--- src/rtl/btn_edge_bank.sv ---
// Multi-channel button front end. Each channel synchronises its input, debounces it and
// raises edge pulses, sticky pending flags and a long-press pulse for the IO/IRQ logic.
module btn_edge_bank #(
    parameter int                NUM_CH      = 4,
    parameter int                DB_CYCLES   = 500000,
    parameter int                HOLD_CYCLES = 100000000,
    parameter logic [NUM_CH-1:0] INIT_LEVEL  = '0
) (
    input  logic                  CLK,
    input  logic                  RESET,
    input  logic [NUM_CH-1:0]     IN,
    input  logic [2*NUM_CH-1:0]   EDGE_MODE,
    input  logic [NUM_CH-1:0]     CLR,
    output logic [NUM_CH-1:0]     DB_LEVEL,
    output logic [NUM_CH-1:0]     PULSE,
    output logic [NUM_CH-1:0]     HOLD,
    output logic [NUM_CH-1:0]     PEND,
    output logic                  ANY
);

    localparam int              DB_W    = $clog2(DB_CYCLES + 1);
    localparam logic [DB_W-1:0] DB_LAST = DB_W'(DB_CYCLES - 1);

    logic [NUM_CH-1:0] s1_q, s2_q;
    logic [NUM_CH-1:0] db_level_q, db_level_d;
    logic [NUM_CH-1:0] db_prev_q;
    logic [NUM_CH-1:0] pulse_q, pulse_d;
    logic [NUM_CH-1:0] pend_q, pend_d;
    logic              any_q, any_d;
    logic [DB_W-1:0]   db_cnt_q [NUM_CH];
    logic [DB_W-1:0]   db_cnt_d [NUM_CH];

    // A level change is accepted only after DB_CYCLES consecutive disagreeing samples.
    always_comb begin
        db_level_d = db_level_q;
        for (int i = 0; i < NUM_CH; i++) begin
            db_cnt_d[i] = '0;
            if (s2_q[i] != db_level_q[i]) begin
                if (db_cnt_q[i] == DB_LAST) begin
                    db_level_d[i] = s2_q[i];
                end else begin
                    db_cnt_d[i] = db_cnt_q[i] + DB_W'(1);
                end
            end
        end
    end

    // Edge seen as the debounced level against its one-cycle-old copy; mode sampled now.
    always_comb begin
        pulse_d = '0;
        for (int i = 0; i < NUM_CH; i++) begin
            pulse_d[i] = (db_level_q[i] & ~db_prev_q[i] & EDGE_MODE[2*i])
                       | (~db_level_q[i] & db_prev_q[i] & EDGE_MODE[2*i+1]);
        end
        any_d  = |pulse_d;
        pend_d = (pend_q & ~CLR) | pulse_d;
    end

    always_ff @(posedge CLK) begin
        if (RESET) begin
            s1_q       <= INIT_LEVEL;
            s2_q       <= INIT_LEVEL;
            db_level_q <= INIT_LEVEL;
            db_prev_q  <= INIT_LEVEL;
            pulse_q    <= '0;
            pend_q     <= '0;
            any_q      <= 1'b0;
            for (int i = 0; i < NUM_CH; i++) db_cnt_q[i] <= '0;
        end else begin
            s1_q       <= IN;
            s2_q       <= s1_q;
            db_level_q <= db_level_d;
            db_prev_q  <= db_level_q;
            pulse_q    <= pulse_d;
            pend_q     <= pend_d;
            any_q      <= any_d;
            for (int i = 0; i < NUM_CH; i++) db_cnt_q[i] <= db_cnt_d[i];
        end
    end

    generate
        if (HOLD_CYCLES > 0) begin : g_hold
            localparam int                HOLD_W   = $clog2(HOLD_CYCLES + 1);
            localparam logic [HOLD_W-1:0] HOLD_MAX = HOLD_W'(HOLD_CYCLES);

            logic [HOLD_W-1:0] hold_cnt_q [NUM_CH];
            logic [HOLD_W-1:0] hold_cnt_d [NUM_CH];
            logic [NUM_CH-1:0] hold_q, hold_d;

            // Counter saturates at HOLD_MAX so the pulse fires once per press.
            always_comb begin
                hold_d = '0;
                for (int i = 0; i < NUM_CH; i++) begin
                    hold_cnt_d[i] = '0;
                    if (db_level_q[i]) begin
                        if (hold_cnt_q[i] != HOLD_MAX) begin
                            hold_cnt_d[i] = hold_cnt_q[i] + HOLD_W'(1);
                            hold_d[i]     = (hold_cnt_q[i] == HOLD_MAX - HOLD_W'(1));
                        end else begin
                            hold_cnt_d[i] = hold_cnt_q[i];
                        end
                    end
                end
            end

            always_ff @(posedge CLK) begin
                if (RESET) begin
                    hold_q <= '0;
                    for (int i = 0; i < NUM_CH; i++) hold_cnt_q[i] <= '0;
                end else begin
                    hold_q <= hold_d;
                    for (int i = 0; i < NUM_CH; i++) hold_cnt_q[i] <= hold_cnt_d[i];
                end
            end

            assign HOLD = hold_q;
        end else begin : g_no_hold
            assign HOLD = '0;
        end
    endgenerate

    assign DB_LEVEL = db_level_q;
    assign PULSE    = pulse_q;
    assign PEND     = pend_q;
    assign ANY      = any_q;

endmodule
--- config.mk ---
export PLATFORM = sky130hd
export DESIGN_NAME = btn_edge_bank
export DESIGN_NICKNAME = d
export VERILOG_FILES = /design/src/rtl/btn_edge_bank.sv
export SDC_FILE = /design/constraint.sdc
export NUM_CORES = 1
export LEC_CHECK = 0
export ABC_CLOCK_PERIOD_IN_PS = 2500
export CAP_MARGIN = 20
export CORE_UTILIZATION = 55
export DETAILED_ROUTE_END_ITERATION = 7
export PLACE_DENSITY = 0.72
export SETUP_SLACK_MARGIN = 0.02
export SYNTH_ARGS = -nofsm -noshare
export SYNTH_HDL_FRONTEND = slang
export SYNTH_SLANG_ARGS = --single-unit
export TNS_END_PERCENT = 10
--- constraint.sdc ---
create_clock -name CLK -period 2.5 [get_ports CLK]
set_clock_uncertainty 0.05 [all_clocks]
set_input_delay 0.375 -clock CLK [delete_from_list [all_inputs] [get_ports CLK]]
set_output_delay 0.375 -clock CLK [all_outputs]
set_load 0.02 [all_outputs]
==> summary.txt, run 1 <==
Logic synthesis
  • Post-synth top flop: dfxtp_1
  • FFs w/ async S/R, synth: 0%
  • Synth top cells by count: 218 x nor2_1, 213 x dfxtp_1, 103 x xor2_1
  • Largest cells by area after synthesis: dfxtp_1 46%, xor2_1 9.8%, nor2_1 8.8%, xnor2_1 5.4%, nand4_1 3.8%
  • Main combinational cell family by area after synthesis: simple AND/OR/NAND/NOR gates
  • Synth Warn #: 0
  • Synth Area in XOR/XNOR: 15.15%
  • Share of the synthesized area in the top cell type: 46.09%
  • Count of state elements after synthesis: 213
  • Adder-cell area share of the yosys netlist: 1.623%
  • Synth Instances: 1060
  • Synth Net Count: 1090
  • Syn Area/Cell: 8.728 sq um
  • Post-synth top area cell: dfxtp_1
  • Simple logic cell fraction of the synthesized area: 31.08%
  • Compound-Gate Fraction of Synth Area: 2.191%
  • Post-synth EDFFs: 0
  • Multiplexer share of the synthesized area: 0.8656%
  • Cell area after synthesis: 0.009251 sq mm
  • Synth unique cells: 46
  • Cell with the most instances after synthesis: nor2_1
  • Sequential share of the synthesized area: 46.09%

Setup path
  • Crit Path Max Fanout: 6
  • Cell Chain, Critical Path: clkdlybuf4s50_1
  • CP required: 2.08 ns
  • Startpoint Class: flip-flop
  • Worst setup EP type: output port
  • Critical path type: reg2out
  • Top delay family on crit path: buffers and inverters
  • Slowest CP cell: clkdlybuf4s50_1
  • Critical Path AT: 1.63 ns
  • Worst stage delay on the critical path: 0.68 ns
  • CP bufs+invs: 1

Route
  • Drt pass-1 iters: 4
  • 1st-iter DRT viols: 274
  • Wire per inst: 12.96 um
  • DR vias/cell: 5.270
  • Routed via count: 7046
  • Routed wire length: 17320 um
  • Detail Route Antenna Nets: 0
  • DRC viols: 0

Layout
  • Number of diodes: 0
  • Multi-input gate area: 0.004710 sq mm
  • Fillers: 1385
  • Layout Cells excl Fill: 1337
  • Synthesis-to-finish area growth: 14.77%
  • Final design utilization: 64.25%
  • Nets: 1130
  • Storage element area: 0.004264 sq mm
  • Share of layout cells above drive strength 1: 6.804%

Floorplanning
  • Die Span X: 131.7 um
  • Die area: 0.01734 sq mm
  • Initial Utilization: 55.99%
  • Standard-cell row count: 47
  • Die Span Y: 131.7 um
  • Ports: 35
  • Core ar.: 0.01652 sq mm

Global route
  • Total GRT Usage: 20.16%
  • Number of global-route vias before repair: 6578
  • Antenna violations before repair: 0
  • Congestion Overflow GR: 0
  • Pin count of the biggest net entering global routing: 30
  • First-pass GRT wire length: 29920 um

Run status
  • Status: finished clean

STA
  • Period utilization: 82.06%
  • Final hold viol count: 0
  • Final-report setup violation count: 0
  • Min Tclk post-route: 2.051 ns
  • Relative slew slack: 53.40%
  • Fin. max-slew vios: 0
  • Peak Freq: 0.4875 GHz
  • Setup tns final: 0 ns
  • Worst-Margin Slew: 0.6932 ns
  • RSZ-0062 raised after global routing: no

Power
  • Pwr Density: 644.1 mW/mm^2
  • Power Total: 6.839 mW
  • P_leak: 3.432 nW
  • Peak VDD IR: 560.1 uV

Placed design
  • Port bufs: 34
  • Placer Congestion: 0.7854
  • Post-DP HPWL: 11780 um
  • Placed Cells: 1295

Clocking
  • Max Root-Sink Buffers: 3
  • Root Buffer: clkbuf_16
  • Post-CTS setup buffer count: 0
  • Clk_lat worst skew: 0.50 ns
  • Hold Buf Count CTS: 0
  • Cts repair resizes: 0
  • CTS tree: yes
  • H-tree Lvls: 1
  • Clk sinks: 213
  • Num CTS Buffers: 23
  • Reg clk slew, reported paths: 0.06 ns

Worst hold path
  • Hold Path Class: reg2reg

Job
  • Max-cap violations: 0
layer usage:
layer | wire (um) | track usage, % | share of wire (%) | up-vias
li1 | - | - | - | 3656
met1 | 8521 | 27.33 | 49 | 3289
met2 | 8001 | 33.36 | 46 | 80
met3 | 539 | 3.434 | 3.1 | 21
met4 | 261 | 4.780 | 1.5 | 0
met5 | 0 | 0 | 0 | -
sequential cells by signal, summed over array words and instances (netlist names):
signal and count:
ANY 1, DB_LEVEL 4, HOLD 4, PEND 4, PULSE 4, db_cnt_q 76, db_prev_q 4, g_hold.hold_cnt_q 108
s1_q 4, s2_q 4
logic make-up after synthesis:
kind of cell,count (synthesis)
xor+xnor,160
simple gates,562
compound gates,37
mux,8
fa+ha+maj,12
buf+inv,68
flops,213
power by group:
| group | internal, mW | total [mW] | switching (mW) |
|---|---|---|---|
| Clock | 2.05 | 3.37 | 1.32 |
| Combinational | 0.0367 | 0.0615 | 0.0248 |
| Sequential | 3.40 | 3.41 | 0.00442 |
| Total | 5.49 | 6.84 | 1.35 |
final timing paths:
kind,from,end,slack [ns],cells past startpoint
worst min register to register,s1_q[1]$_SDFF_PP0_,s2_q[1]$_SDFF_PP0_,0.39,1
worst max register to register,db_cnt_q[3][0]$_SDFF_PP0_,db_cnt_q[3][10]$_SDFF_PP0_,0.45,6
worst min-delay path,s1_q[1]$_SDFF_PP0_,s2_q[1]$_SDFF_PP0_,0.39,1
worst max-delay path,DB_LEVEL[1]$_SDFFE_PP0P_,DB_LEVEL[1],0.45,1
cell type report:
class	count	area share [%]
inverter	35	1.237
timing repair buffer	48	4.431
clock buffer	31	6.175
sequential	213	40.16
multi-input combinational	779	44.36
tap	220	2.593
clock inverter	11	1.049
per-stage QoR:
stage | setup slack (ns) | area (sq um) | hold slack, ns
global route | 0.2154 | 10620 | 0.4129
floorplan | 0.6331 | 9251 | 0.3638
detailed placement | 0.4343 | 9851 | 0.3804
global placement | 0.5066 | 9851 | 0.3694
CTS | 0.4067 | 10620 | 0.3835
finish | 0.4486 | 10620 | 0.3946
placed cells by master, fill, tap and decap left out, types with 19 or more instances in the layout:
cell and n:
nor2_1 218, dfxtp_1 213, xor2_1 103, nand3_1 69, nand2_1 61, xnor2_1 57
nand4_1 56, inv_1 35, clkdlybuf4s50_1 34, and3_1 31, clkbuf_16 23, a21oi_1 19
Power figures use the tool's default switching activity.
==> inputs of run 2 (changes only) <==
--- a/config.mk
+++ b/config.mk
@@ -5,11 +5,11 @@
 export SDC_FILE = /design/constraint.sdc
 export NUM_CORES = 1
 export LEC_CHECK = 0
-export ABC_CLOCK_PERIOD_IN_PS = 2500
+export ABC_CLOCK_PERIOD_IN_PS = 1600
 export CAP_MARGIN = 20
 export CORE_UTILIZATION = 55
 export DETAILED_ROUTE_END_ITERATION = 7
-export PLACE_DENSITY = 0.72
+export PLACE_DENSITY = 0.75
 export SETUP_SLACK_MARGIN = 0.02
 export SYNTH_ARGS = -nofsm -noshare
 export SYNTH_HDL_FRONTEND = slang
==> constraint.sdc (replaced) <==
create_clock -name CLK -period 1.6 [get_ports CLK]
set_clock_uncertainty 0.05 [all_clocks]
set_input_delay 0.24 -clock CLK [delete_from_list [all_inputs] [get_ports CLK]]
set_output_delay 0.24 -clock CLK [all_outputs]
set_load 0.02 [all_outputs]
==> summary.txt, run 2 (same netlist as run 1, synthesis figures left out) <==
Setup path
  • Critical path type: reg2reg
  • Reg2reg end: g_hold.hold_cnt_q[0][14]$_SDFFE_PP0P_
  • Worst setup path end: g_hold.hold_cnt_q[0][14]$_SDFFE_PP0P_
  • Crit Path Max Fanout: 7
  • Worst stage delay on the critical path: 0.35 ns
  • Critical path depth in cells: 9
  • CP required: 1.94 ns
  • Startpoint Class: flip-flop
  • Top delay family on crit path: buffers and inverters
  • Critical Path AT: 2.05 ns
  • Slowest CP cell: dfxtp_2
  • CP startpoint: g_hold.hold_cnt_q[0][10]$_SDFFE_PP0P_
  • R2r setup slk: -0.12 ns
  • CP bufs+invs: 4
  • Worst setup EP type: flip-flop
  • Worst R2R Path Depth: 9
  • Cell Chain, Critical Path: buf_4 > nand4_1 > buf_6 > nor4_4 > buf_6 > buf_4 > nand2_1 > xor2_1 > nor2_1
  • R2R Path Start: g_hold.hold_cnt_q[0][10]$_SDFFE_PP0P_

Clocking
  • Reg clk slew, reported paths: 0.06 ns
  • Clk_lat worst skew: 0.50 ns
  • Root Buffer: clkbuf_16
  • Max Root-Sink Buffers: 3
  • CTS tree: yes
  • H-tree Lvls: 1
  • Hold Buf Count CTS: 0
  • Clk sinks: 213
  • Num CTS Buffers: 22

Worst hold path
  • Hold Path Class: in2reg
  • Hold Crit Depth: 2

STA
  • RSZ-0062 raised after global routing: yes
  • Min Tclk post-route: 1.717 ns
  • Peak Freq: 0.5823 GHz
  • Period utilization: 107.3%
  • Relative slew slack: 76.50%
  • Fin. max-slew vios: 0
  • Final-report setup violation count: 46
  • Worst-Margin Slew: 0.3493 ns
  • Setup slack after layout: -0.1174 ns
  • Final hold viol count: 0

Floorplanning
  • Initial Utilization: 55.99%
  • Core ar.: 0.01652 sq mm
  • Ports: 35
  • Die Span X: 131.7 um
  • Standard-cell row count: 47
  • Die area: 0.01734 sq mm
  • Die Span Y: 131.7 um

Run status
  • Status: complete, but fails checks
  • Failing checks: setup timing

Placed design
  • Port bufs: 34
  • Placed Cells: 1465
  • Placer Congestion: 0.8214
  • Post-DP HPWL: 13380 um

Layout
  • Fillers: 1073
  • Synthesis-to-finish area growth: 36.84%
  • Most frequent cells in the layout: 213 x nor2_1, 178 x buf_4, 171 x dfxtp_1
  • Most common cell after layout, fill and taps aside: nor2_1
  • Number of diodes: 0
  • Final design utilization: 76.61%
  • Top flop regs: g_hold.hold_cnt_q x108, db_cnt_q x76
  • Biggest register: g_hold.hold_cnt_q
  • Layout Cells excl Fill: 1519
  • Nets: 1314
  • Share of layout cells above drive strength 1: 28.25%
  • Max FFs per register: 108

Power
  • Power Total: 11.12 mW
  • Pwr Density: 878.0 mW/mm^2
  • P_leak: 4.751 nW
  • Peak VDD IR: 734.4 uV

Global route
  • Congestion Overflow GR: 0
  • Grt met1 use: 29.05%
  • Antenna violations before repair: 0
  • Met2 global-route usage: 43.18%
  • Busiest grt layer: met2
  • Pin count of the biggest net entering global routing: 29
  • First-pass GRT wire length: 34940 um
  • Grt met3 use: 3.086%
  • Number of global-route vias before repair: 7920
  • Total GRT Usage: 23.54%

Route
  • Detail Route Antenna Nets: 0
  • Routed wire length: 21500 um
  • DR vias/cell: 5.321
  • DRC viols: 0
  • Wire per inst: 14.15 um
  • Routed via count: 8083
  • Drt pass-1 iters: 5
  • 1st-iter DRT viols: 382

Job
  • Max-cap violations: 0
## run 2: changes by cell type in the layout (fill, tap and decap cells not counted), moves of 7 or more
cell / before / now
clkdlybuf4s50_1: 34 / 17
dfxtp_1: 213 / 171
ha_1: 12 / 5
nor4_4: 0 / 7
buf_4: 12 / 178
dfxtp_2: 0 / 38
dlygate4sd2_1: 0 / 14
buf_6: 0 / 15
nor3_4: 0 / 7
nor4_1: 15 / 6
and3_1: 31 / 23
## run 2: routing by layer
layer  wire, um  vias up  part of all wire, %
li1           -     4037                    -
met1       9223     3874                   43
met2      11160      143                   52
met3        803       29                  3.7
met4        308        0                  1.4
met5          0        -                    0
## run 2: power by group
part	switching, mW	internal, mW
Combinational	0.0421	0.0630
Clock	2.08	3.62
Sequential	0.00692	5.31
Total	2.13	8.99
## run 2: worst min-delay path by stage
stage	startpoint	end
2_1_floorplan	IN[0]	s1_q[0]$_SDFF_PP0_
3_3_place_gp	db_cnt_q[3][0]$_SDFF_PP0_	db_cnt_q[3][0]$_SDFF_PP0_
3_5_place_dp	db_cnt_q[3][0]$_SDFF_PP0_	db_cnt_q[3][0]$_SDFF_PP0_
4_1_cts	IN[1]	s1_q[1]$_SDFF_PP0_
5_1_grt	IN[1]	s1_q[1]$_SDFF_PP0_
6_report	IN[1]	s1_q[1]$_SDFF_PP0_
## run 2: final cells by class
class	count	area (sq um)	share of cell area [%]
Timing Repair Buffer	231	1904	15.04
Clock inverter	8	140.1	1.107
Multi-Input combinational cell	781	5196	41.05
Inverter	35	131.4	1.038
Tap cell	220	275.3	2.174
Sequential cell	213	4327	34.18
Clock buffer	31	685.7	5.416
## run 2: what timing repair did
| item | 4_1_cts | 5_1_grt |
|---|---|---|
| pin swaps | 25 | 34 |
| gates cloned | 0 | 2 |
| setup buffers | 9 | 4 |
| setup endpoints to repair | 112 | 158 |
| gates resized for setup | 58 | 102 |
## run 2: worst register-to-register path, delay by kind of cell (launching register included)
family                    cells  cell delay [ns]
buffers and inverters         4             0.58
and+or+nand+nor               4             0.49
DFF                           1             0.35
xor gates and xnor gates      1             0.16
## run 2: metrics by stage
stage	hold slack, ns	setup slack, ns	area, sq um	TNS [ns]
after floorplan	0.3182	-0.1233	9328	-2.961
after global placement	0.3649	-0.1533	11210	-11.07
after detailed placement	0.3696	-0.1955	11210	-14.37
after CTS	0.2415	-0.1518	12250	-3.757
after global routing	0.2336	-0.2126	12660	-7.559
final	0.2410	-0.1174	12660	-2.060
==> inputs of run 3 (changes only) <==
--- a/config.mk
+++ b/config.mk
@@ -5,11 +5,12 @@
 export SDC_FILE = /design/constraint.sdc
 export NUM_CORES = 1
 export LEC_CHECK = 0
+export ABC_AREA = 1
 export ABC_CLOCK_PERIOD_IN_PS = 1600
 export CAP_MARGIN = 20
 export CORE_UTILIZATION = 55
 export DETAILED_ROUTE_END_ITERATION = 7
-export PLACE_DENSITY = 0.75
+export PLACE_DENSITY = 0.74
 export SETUP_SLACK_MARGIN = 0.02
 export SYNTH_ARGS = -nofsm -noshare
 export SYNTH_HDL_FRONTEND = slang
==> summary.txt, run 3 <==
Run status
  • Status: finished clean

Global route
  • Pin count of the biggest net entering global routing: 19
  • Antenna violations before repair: 0
  • Total GRT Usage: 25.44%
  • Number of global-route vias before repair: 10410
  • First-pass GRT wire length: 46190 um
  • Congestion Overflow GR: 0

Placed design
  • Placed inst area: 0.01252 sq mm
  • DP Worst Slack: -0.2598 ns
  • Placer Congestion: 0.9067
  • Placed Cells: 2166
  • Post-DP HPWL: 19950 um
  • Port bufs: 34

Clocking
  • Root Buffer: clkbuf_16
  • Clk sinks: 213
  • CTS tree: yes
  • Max Root-Sink Buffers: 3
  • Clk_lat worst skew: 0.52 ns
  • Hold Buf Count CTS: 0
  • H-tree Lvls: 1
  • Num CTS Buffers: 24
  • Reg clk slew, reported paths: 0.06 ns

STA
  • Peak Freq: 0.6617 GHz
  • Fin Hold WS: 0.2080 ns
  • Period utilization: 94.45%
  • Final-report setup violation count: 0
  • Worst-Margin Slew: 0.5566 ns
  • Setup tns final: 0 ns
  • Min Tclk post-route: 1.511 ns
  • Final hold viol count: 0
  • RSZ-0062 raised after global routing: yes
  • Setup slack after layout: 0.08883 ns
  • Fin. max-slew vios: 0
  • Relative slew slack: 62.61%

Setup path
  • Worst setup EP type: output port
  • Critical path type: reg2out
  • Worst stage delay on the critical path: 0.38 ns
  • CP required: 1.31 ns
  • Cell Chain, Critical Path: clkdlybuf4s15_1
  • Critical Path AT: 1.22 ns
  • CP bufs+invs: 1
  • Top delay family on crit path: flip-flops
  • Slowest CP cell: dfxtp_1
  • Startpoint Class: flip-flop
  • Crit Path Max Fanout: 4

Floorplanning
  • Initial Utilization: 56.38%
  • Die area: 0.02146 sq mm
  • Ports: 35
  • Core ar.: 0.02036 sq mm
  • Die Span X: 146.5 um
  • Die Span Y: 146.5 um
  • Standard-cell row count: 52

Route
  • Drt pass-1 iters: 5
  • DR vias/cell: 5.136
  • Routed via count: 11380
  • 1st-iter DRT viols: 603
  • DRC viols: 0
  • Detail Route Antenna Nets: 0
  • Top routing layer in use: met4
  • DR WL met2: 12320 um
  • WL met1: 12610 um
  • Metal3 WL: 1370 um
  • Wire per inst: 12.13 um
  • Routed wire length: 26880 um

Logic synthesis
  • FFs w/ async S/R, synth: 0%
  • Count of state elements after synthesis: 213
  • Synth Instances: 1818
  • Synth Net Count: 1848
  • Syn Area/Cell: 6.316 sq um
  • Largest cells by area after synthesis: dfxtp_1 37%, nand2_1 16%, nor2_1 14%, inv_1 6.8%, nand3_1 4.9%
  • Sequential share of the synthesized area: 37.14%
  • Synth Warn #: 0
  • Post-synth top flop: dfxtp_1
  • Post-synth top area cell: dfxtp_1
  • Synth unique cells: 36
  • Share of the synthesized area in the top cell type: 37.14%
  • Cell area after synthesis: 0.01148 sq mm
  • Post-synth EDFFs: 0
  • Cell with the most instances after synthesis: nand2_1
  • Synth top cells by count: 499 x nand2_1, 419 x nor2_1, 213 x dfxtp_1

Layout
  • Final design utilization: 66.40%
  • Synthesis-to-finish area growth: 17.76%
  • Most common cell after layout, fill and taps aside: nand2_1
  • Design Area, Final: 0.01352 sq mm
  • Biggest register: g_hold.hold_cnt_q
  • Layout Cells excl Fill: 2216
  • Nets: 1959
  • Most frequent cells in the layout: 498 x nand2_1, 401 x nor2_1, 209 x dfxtp_1
  • Number of diodes: 0
  • Max FFs per register: 108
  • Top flop regs: g_hold.hold_cnt_q x108, db_cnt_q x76
  • Share of layout cells above drive strength 1: 10.12%

Worst hold path
  • Hold Path Class: in2reg

Power
  • Peak VDD IR: 831.6 uV
  • Pwr Density: 816.4 mW/mm^2
  • Power Total: 11.04 mW
  • P_leak: 4.396 nW

Job
  • Max-cap violations: 0
run 3: changes by cell type after synthesis, moves of 31 or more:
cell and delta:
nor2_1 +201, a21oi_1 +84, and3_1 -31, inv_1 +172, o21ai_0 +42, nand2_1 +438
xor2_1 -77, xnor2_1 -42, nand3_1 +43
run 3: timing repair:
item	in CTS	in global routing
cloned	0	2
setup buffers	0	5
resized for setup	23	47
pin swaps	0	3
endpoints found under the setup margin	18	80
run 3: worst paths after layout:
check / start / to / slack, ns / depth (start not counted)
hold / removal: IN[0] / s1_q[0]$_SDFF_PP0_ / 0.21 / 3
setup reg to reg: db_cnt_q[0][1]$_SDFF_PP0_ / db_cnt_q[0][9]$_SDFF_PP0_ / 0.11 / 7
hold reg to reg: s1_q[2]$_SDFF_PP0_ / s2_q[2]$_SDFF_PP0_ / 0.36 / 2
setup / recovery: DB_LEVEL[1]$_SDFFE_PP0P_ / DB_LEVEL[1] / 0.09 / 1
run 3: logic make-up after synthesis:
kind of cell               after synthesis  share of synthesized area [%]
buffers and inverters                  225                          7.813
xor gates and xnor gates                41                          3.127
and+or+nand+nor                       1160                          43.09
AOI/OAI and AO/OA                      167                          7.530
DFF                                    213                          37.14
adders and majority gates               12                          1.308
run 3: power breakdown:
group	internal (mW)	total, mW	switching, mW
Sequential	5.32	5.32	0.00650
Combinational	0.0718	0.134	0.0624
Clock	3.38	5.58	2.20
Total	8.77	11.0	2.27
run 3: layout make-up:
type,count,area (sq um)
timing repair buffer,98,839.6
fill,1880,6843
multi-input combinational,1382,6481
tap,270,337.8
clock buffer,31,656.9
sequential,213,4269
clock inverter,12,148.9
inverter,210,788.3
run 3: per-layer routing:
layer | vias to the layer above | GRT usage (%)
met2 | 261 | 43.79
met3 | 54 | 3.188
li1 | 5945 | -
met4 | 0 | 6.615
met1 | 5122 | 33.58
met5 | - | 0
run 3: tightest hold or removal path, cell delays in order:
cell,delay [ns]
clkdlybuf4s50_1,0.39
inv_1,0.06
nor2_1,0.04
